**src/rtl/approx_adder_pkg.sv**
```systemverilog
// approx_adder_pkg: full-adder cells and sizing helpers
// shared by the pipelined approximate ripple-carry adder.
package approx_adder_pkg;

    // Approximate cell: carry-in is deliberately dropped
    function automatic logic [1:0] approx_fa(
        input logic x,
        input logic y,
        input logic z
    );
        return {x & y, (x | y) | (z & 1'b0)};
    endfunction

    // Exact cell, returns {cout, s}
    function automatic logic [1:0] exact_fa(
        input logic x,
        input logic y,
        input logic z
    );
        return {(x & y) | (z & (x ^ y)), x ^ y ^ z};
    endfunction

    function automatic int ceil_div(input int n, input int d);
        return (n + d - 1) / d;
    endfunction

endpackage

```
**src/rtl/approx_rc_stage.sv**
```systemverilog
// approx_rc_stage: resolves bits [LO..HI] of the ripple chain
// and registers the partial result for the next slice.
module approx_rc_stage
    import approx_adder_pkg::*;
#(
    parameter int WIDTH       = 8,
    parameter int LO          = 0,
    parameter int HI          = 3,
    parameter int APPROX_BITS = 4
) (
    input  logic             clk,
    input  logic             rst_n,
    input  logic             adv,
    input  logic             src_valid,
    input  logic [WIDTH-1:0] src_a,
    input  logic [WIDTH-1:0] src_b,
    input  logic [WIDTH-1:0] src_sum,
    input  logic             src_carry,
    input  logic             src_approx,
    output logic             valid,
    output logic [WIDTH-1:0] a,
    output logic [WIDTH-1:0] b,
    output logic [WIDTH-1:0] sum,
    output logic             carry,
    output logic             approx
);

    logic [WIDTH-1:0] a_n;
    logic [WIDTH-1:0] b_n;
    logic [WIDTH-1:0] sum_n;
    logic             c_n;

    // Ripple through this slice; consumed operand bits are zeroed
    always_comb begin
        a_n   = src_a;
        b_n   = src_b;
        sum_n = src_sum;
        c_n   = src_carry;
        for (int i = LO; i <= HI; i++) begin
            if (src_approx && (i < APPROX_BITS)) begin
                {c_n, sum_n[i]} = approx_fa(src_a[i], src_b[i], c_n);
            end else begin
                {c_n, sum_n[i]} = exact_fa(src_a[i], src_b[i], c_n);
            end
            a_n[i] = 1'b0;
            b_n[i] = 1'b0;
        end
    end

    // Slice register: shifts on every advance, bubbles included
    always_ff @(posedge clk or negedge rst_n) begin
        if (!rst_n) begin
            valid  <= 1'b0;
            a      <= '0;
            b      <= '0;
            sum    <= '0;
            carry  <= 1'b0;
            approx <= 1'b0;
        end else if (adv) begin
            valid  <= src_valid;
            a      <= a_n;
            b      <= b_n;
            sum    <= sum_n;
            carry  <= c_n;
            approx <= src_approx;
        end
    end

endmodule

```
**src/rtl/approx_rc_adder_pipe.sv**
```systemverilog
// approx_rc_adder_pipe: pipelined approximate ripple-carry adder.
// Optional error monitor: APPROX_ADDER_ERR_MONITOR_EN.
module approx_rc_adder_pipe
    import approx_adder_pkg::*;
#(
    parameter int WIDTH       = 8,
    parameter int APPROX_BITS = 4,
    parameter int STAGE_BITS  = 4,
    parameter int ACC_W       = 32
) (
    input  logic             clk,
    input  logic             rst_n,
    input  logic             in_valid,
    output logic             in_ready,
    input  logic [WIDTH-1:0] in_a,
    input  logic [WIDTH-1:0] in_b,
    input  logic             approx_en,
    output logic             out_valid,
    input  logic             out_ready,
    output logic [WIDTH:0]   out_sum,
    input  logic             err_clr,
    output logic [WIDTH:0]   err_abs,
    output logic [ACC_W-1:0] err_sum,
    output logic [WIDTH:0]   err_max,
    output logic [ACC_W-1:0] err_cnt
);

    localparam int STAGES = ceil_div(WIDTH, STAGE_BITS);

    logic             adv;
    logic [STAGES:0]  vld_s;
    logic [STAGES:0]  c_s;
    logic [STAGES:0]  ap_s;
    logic [WIDTH-1:0] a_s   [0:STAGES];
    logic [WIDTH-1:0] b_s   [0:STAGES];
    logic [WIDTH-1:0] sum_s [0:STAGES];
    logic             unused_tail;

    assign adv      = ~out_valid | out_ready;
    assign in_ready = adv;

    assign vld_s[0] = in_valid;
    assign c_s[0]   = 1'b0;
    assign ap_s[0]  = approx_en;
    assign a_s[0]   = in_a;
    assign b_s[0]   = in_b;
    assign sum_s[0] = '0;

    for (genvar k = 0; k < STAGES; k++) begin : g_stage
        localparam int LO  = k * STAGE_BITS;
        localparam int TOP = (k + 1) * STAGE_BITS;
        localparam int HI  = (TOP < WIDTH ? TOP : WIDTH) - 1;

        approx_rc_stage #(
            .WIDTH       (WIDTH),
            .LO          (LO),
            .HI          (HI),
            .APPROX_BITS (APPROX_BITS)
        ) u_stage (
            .clk        (clk),
            .rst_n      (rst_n),
            .adv        (adv),
            .src_valid  (vld_s[k]),
            .src_a      (a_s[k]),
            .src_b      (b_s[k]),
            .src_sum    (sum_s[k]),
            .src_carry  (c_s[k]),
            .src_approx (ap_s[k]),
            .valid      (vld_s[k+1]),
            .a          (a_s[k+1]),
            .b          (b_s[k+1]),
            .sum        (sum_s[k+1]),
            .carry      (c_s[k+1]),
            .approx     (ap_s[k+1])
        );
    end

    assign out_valid = vld_s[STAGES];
    assign out_sum   = {c_s[STAGES], sum_s[STAGES]};

    assign unused_tail = ^{a_s[STAGES], b_s[STAGES], ap_s[STAGES]};

`ifdef APPROX_ADDER_ERR_MONITOR_EN

    logic [WIDTH:0] ref_in;
    logic [WIDTH:0] ref_q [0:STAGES-1];
    logic [ACC_W:0] sum_n;
    logic           hs;

    assign ref_in = {1'b0, in_a} + {1'b0, in_b};
    assign hs     = out_valid & out_ready;
    assign sum_n  = {1'b0, err_sum} + (ACC_W + 1)'(err_abs);

    // Exact reference travels in lockstep with the slices
    always_ff @(posedge clk or negedge rst_n) begin
        if (!rst_n) begin
            for (int k = 0; k < STAGES; k++) begin
                ref_q[k] <= '0;
            end
        end else if (adv) begin
            ref_q[0] <= ref_in;
            for (int k = 1; k < STAGES; k++) begin
                ref_q[k] <= ref_q[k-1];
            end
        end
    end

    // Approximation can over- or under-estimate, so take magnitude
    always_comb begin
        err_abs = '0;
        if (ref_q[STAGES-1] >= out_sum) begin
            err_abs = ref_q[STAGES-1] - out_sum;
        end else begin
            err_abs = out_sum - ref_q[STAGES-1];
        end
    end

    // Statistics on output handshake; clear has priority
    always_ff @(posedge clk or negedge rst_n) begin
        if (!rst_n) begin
            err_sum <= '0;
            err_max <= '0;
            err_cnt <= '0;
        end else if (err_clr) begin
            err_sum <= '0;
            err_max <= '0;
            err_cnt <= '0;
        end else if (hs) begin
            err_sum <= sum_n[ACC_W] ? '1 : sum_n[ACC_W-1:0];
            if (err_abs > err_max) begin
                err_max <= err_abs;
            end
            if (err_cnt != '1) begin
                err_cnt <= err_cnt + 1'b1;
            end
        end
    end

`else

    logic unused_clr;

    assign unused_clr = err_clr;
    assign err_abs    = '0;
    assign err_sum    = '0;
    assign err_max    = '0;
    assign err_cnt    = '0;

`endif

endmodule

```
**config.mk**
```make
export PLATFORM = sky130hd
export DESIGN_NAME = approx_rc_adder_pipe
export DESIGN_NICKNAME = d
export VERILOG_FILES = /design/src/rtl/approx_adder_pkg.sv /design/src/rtl/approx_rc_stage.sv /design/src/rtl/approx_rc_adder_pipe.sv
export SDC_FILE = /design/constraint.sdc
export NUM_CORES = 1
export LEC_CHECK = 0
export ABC_AREA = 0
export CAP_MARGIN = 0
export CORE_ASPECT_RATIO = 0.6
export CORE_MARGIN = 5
export CORE_UTILIZATION = 41
export DETAILED_ROUTE_END_ITERATION = 7
export PLACE_DENSITY = 0.87
export SLEW_MARGIN = 40
export SYNTH_ARGS = -nofsm -noshare
export SYNTH_HDL_FRONTEND = slang
export SYNTH_SLANG_ARGS = --single-unit
```
**constraint.sdc**
```tcl
create_clock -name clk -period 3.4 [get_ports clk]
set_input_delay 0.34 -clock clk [delete_from_list [all_inputs] [get_ports clk]]
set_output_delay 0.34 -clock clk [all_outputs]
set_load 0.05 [all_outputs]
```
# --- After elaboration in Yosys (flattened, before gate mapping) ---
# Cells that the tools add are included.
word_totals:
  ff_bits: 24
  in_bits: 22
  out_inout_bits: 93
  word_cells: 58
op_classes:
  n_mux: 7
  bitwise: 43
ops:
  columns: ["operator", "n"]
  rows:
  - ["1-bit bitwise AND", 15]
  - ["1-bit bitwise XOR", 15]
  - ["1-bit OR", 12]
  - ["1-bit 2-to-1 mux", 7]
  - ["1-bit NOT", 1]

# --- Longest topological paths before layout ---
logic_depth:
  ltp_word: 10
  mapped_depth: 9
  depth_no_buf: 9

# --- Cells and area by module ---
# Synthesis repeated with hierarchy kept, for this count alone.
hier_totals:
  cells_unflattened: 233
  hier_area_um2: 2643.8
by_module_without_submodules:
  columns: ["mod", "n_inst", "cells_each", "area_each_um2", "seq_area_each_um2"]
  rows:
  - ["approx_rc_stage (g_stage[0].u_stage)", 1, 85, 1086.0, 475.5]
  - ["approx_rc_stage (g_stage[1].u_stage)", 1, 63, 924.6, 475.5]
  - ["approx_rc_adder_pipe", 1, 85, 633.1, 0.0]

# --- Worst setup path after synthesis ---
# OpenSTA, ideal clock, no wires.
synth_path:
  path_kind: "input-to-reg"
  startpoint: "input port in_a[0]"
  endpoint: "register g_stage[0].u_stage.sum[3]"
  setup_ns: 0.125
  arrival_time_ns: 2.018
  required_time_ns: 3.275
  setup_slack_ns: 1.258
  stages: 9
  n_path_buf: 0
  path_cell_list: "ha_1 -> inv_1 -> fa_1 -> mux2i_1 -> fa_1 -> mux2i_1 -> fa_1 -> mux2i_1 -> mux2_2"
synth_between:
  elab_chain_len: 9
synth_rtl:
  columns: ["item", "line", "rtl"]
  rows:
  - ["start: declaration", "approx_rc_adder_pipe.sv:15", "input logic [WIDTH-1:0] in_a,"]
  - ["1-bit bitwise AND", "approx_adder_pkg.sv:11, approx_adder_pkg.sv:20", null]
  - ["1-bit bitwise AND", "approx_adder_pkg.sv:20", "return {(x & y) | (z & (x ^ y)), x ^ y ^ z};"]
  - ["1-bit OR", "approx_adder_pkg.sv:20", null]
  - ["1-bit 2-to-1 mux", "approx_rc_stage.sv:40", "if (src_approx && (i < APPROX_BITS)) begin"]
  - ["1-bit bitwise AND", "approx_adder_pkg.sv:20", null]
  - ["1-bit OR", "approx_adder_pkg.sv:20", null]
  - ["1-bit 2-to-1 mux", "approx_rc_stage.sv:40", null]
  - ["1-bit bitwise XOR", "approx_adder_pkg.sv:20", null]
  - ["1-bit 2-to-1 mux", "approx_rc_stage.sv:40", null]
  - ["end signal: assignment", "approx_rc_stage.sv:63", "sum <= sum_n;"]
  - ["end: declaration", "approx_rc_stage.sv:23", "output logic [WIDTH-1:0] sum,"]
# Every way passes these cells.
# A chain may end at the register's enable or synchronous reset.

# --- Worst setup path in the final report ---
# Ends and elaborated chain as after synthesis.

==> impl_metrics.csv <==
group,metric,value,unit
outcome,status,"complete, no violations",
place,hpwl,2.71,mm
timing,fmax,393,MHz
floorplanning,die_h,63.9,um
finish,diodes,0,
setup_path,r2r_start,"g_stage[0].u_stage.b[4]",
floorplanning,core_area,4640,sq um
timing,period_needed,2.54,ns
setup_path,worstSetupPathType,"in -> reg",
power,seqPwrFrac,33.2,%
synth,synth_area_leaders,"buf_4, dfrtp_1, mux2_4, fa_1, ha_1",
grt,antenna_found_initial,0,
cts,cts.htree.levels,1,
synth,ys_seq_area_share,30.3,%
synth,synth_commonest_cells,"buf_4, dfrtp_1, inv_1, mux2_4, ha_1",
cts,clk_path_buf_depth,2,
place,io_buffers,31,
place,gp_congestion,0.705,
cts,cts.sinks,24,
floorplanning,die_w,99.8,um
grt,grtUsageTotal,8.93,%
setup_path,cp_max_fo,2,
timing,maxSlewViolCount,0,
power,clkPwrFrac,13.9,%
timing,setup_tns,0,ns
timing,fin_skew,0.00620,ns
power,p_leak,1.09,nW
synth,synth.avg_cell_area,10.7,sq um
cts,clk_pin_slew,0.08,ns
power,power_density,566,nW/um^2
power,peakVddDrop,0.000176,V
synth,yosysMostFrequentCell,"buf_4",
timing,setup_viol_count_final,0,
cts,tritoncts,"built",
grt,grt_first_pass_wirelength,4.59,mm
timing,slew_headroom,63.9,%
timing,hold_violations,0,
place,dpl_cell_area,2030,sq um
drt,drcViolationCount,0,
synth,ys_async_sr_fraction,100,%
synth,synth_top_area_share,31.4,%
finish,final_util,44.6,%
cts,cts-root-buf,"clkbuf_8",
finish,drive_above_1_share,11.2,%
worst_hold_path,hp-class,"in -> async",
setup_path,cp-start-kind,"input pin",
finish,syn_to_final_growth,4.35,%
place,place_inst,275,
power,switching_share,47.8,%
drt,ant_nets,0,
timing,worst_pin_slew,0.542,ns
drt,vias_per_cell,3.61,
floorplanning,initial_core_util,42.8,%
setup_path,critPathLaunch,"in_a[0]",
floorplanning,die_area,6370,sq um
synth,synthCells,185,
cts,clk-insertion-delay-late,0.26,ns
power,switchingPower,0.560,mW
power,internal_power,0.611,mW
grt,grt_max_degree,25,
finish,nets,254,
cts,cts_setup_buffers,0,
synth,synth_seq_cells,24,
synth,synth_top_area_cell,"buf_4",
finish,final_area,2070,sq um
synth,synth.cell_area,1980,sq um
place,dpl_worst_slack,0.557,ns
drt,wl_per_cell,11.5,um
timing,fin_ws,0.856,ns
timing,whs,0.0475,ns
grt,grt_remaining_overflow,0,
cts,cts_resized,0,
floorplanning,io_pins,115,
finish,instances_no_fill,278,
synth,yosys_most_used_dff,"dfrtp_1",
timing,rsz0062_at_grt,"no",
flow_run,drv_cap,0,
drt,routed_wl,3.20,mm
power,total_power,1.17,mW
drt,drtIter0Drc,17,
synth,ys_types,22,
floorplanning,rows,19,
power,combPwrFrac,52.9,%
setup_path,cp-end-kind,"flop",
cts,cts_made_buffers,3,
grt,first_global_vias,957,
drt,dr.pass1.iters,3,
timing,period_share,74.8,%
cts,hold_buffers,0,
setup_path,arrival,2.69,ns
synth,synth_edf_count,0,
setup_path,critPathRequiredTime,3.55,ns
synth,ys_warn_count,0,
drt,num_vias,1003,
==> cell type report <==
cell class	count	area, sq um
tap	63	78.8
sequential	24	601
clock buffer	3	41.3
inverter	18	67.6
timing repair buffer	32	313
fill	464	2570
multi-input combinational	138	968
==> power by group through the flow <==
stage	registers [mW]	clock network, mW	logic, mW
3_3_place_gp	0.391	0	0.609
6_report	0.389	0.163	0.619
4_1_cts	0.391	0.170	0.622
5_1_grt	0.398	0.182	0.646
3_5_place_dp	0.395	0	0.622
2_1_floorplan	0.513	0	0.433
==> layout by cell type, fill, tap and decap left out, drive strengths merged <==
| cell type | instances |
|---|---|
| nand3b | 2 |
| nor2b | 3 |
| nor2 | 1 |
| fa | 7 |
| clkdlybuf4s50 | 30 |
| nor3b | 4 |
| dfrtp | 24 |
| a21oi | 3 |
| and2 | 1 |
| inv | 18 |
| ha | 8 |
| buf | 2 |
| nand2b | 3 |
| mux2i | 4 |
| conb | 82 |
| o31ai | 2 |
| mux2 | 17 |
| a31oi | 1 |
| clkbuf | 3 |
==> layer usage <==
layer / vias to the layer above / track usage, % / part of all wire, %
met5: - / 0 / 0
met4: 0 / 2.56 / 0
li1: 468 / - / -
met2: 39 / 14.5 / 54
met1: 496 / 10.9 / 38
met3: 0 / 3.80 / 7.7
==> critical path: stages <==
cell and delay (ns):
clkdlybuf4s50_1 0.49, ha_1 0.15, inv_1 0.05, fa_1 0.35, mux2i_1 0.19, fa_1 0.20
mux2i_1 0.08, fa_1 0.51, mux2i_1 0.06, mux2_2 0.27
==> sequential cells by signal, indices dropped and copies added, names as in the netlist <==
register,flops
g_stage.u_stage.carry,2
g_stage.u_stage.sum,12
g_stage.u_stage.valid,2
g_stage.u_stage.a,4
g_stage.u_stage.b,4
==> path summary, 6_finish.rpt <==
| check | end | slack, ns | depth (start not counted) |
|---|---|---|---|
| worst max-delay path | g_stage[0].u_stage.sum[3] | 0.86 | 10 |
| worst min-delay path | g_stage[1].u_stage.sum[1] | 0.05 | 1 |
| worst max register to register | g_stage[1].u_stage.sum[7] | 1.23 | 8 |
| worst min register to register | g_stage[1].u_stage.valid | 0.50 | 1 |
| max in group asynchronous | g_stage[1].u_stage.sum[6] | 2.98 | 1 |
| min in group clk | g_stage[1].u_stage.valid | 0.50 | 1 |
==> logic make-up after synthesis <==
kind of cell | synth area share, %
flip-flops | 30.3
other | 0.189
multiplexers | 14.3
AND/OR/NAND/NOR | 5.05
AO/OA/AOI/OAI | 1.83
buffers and inverters | 36.2
adder cells (fa/ha/maj) | 12.1
Power figures use the tool's default switching activity.
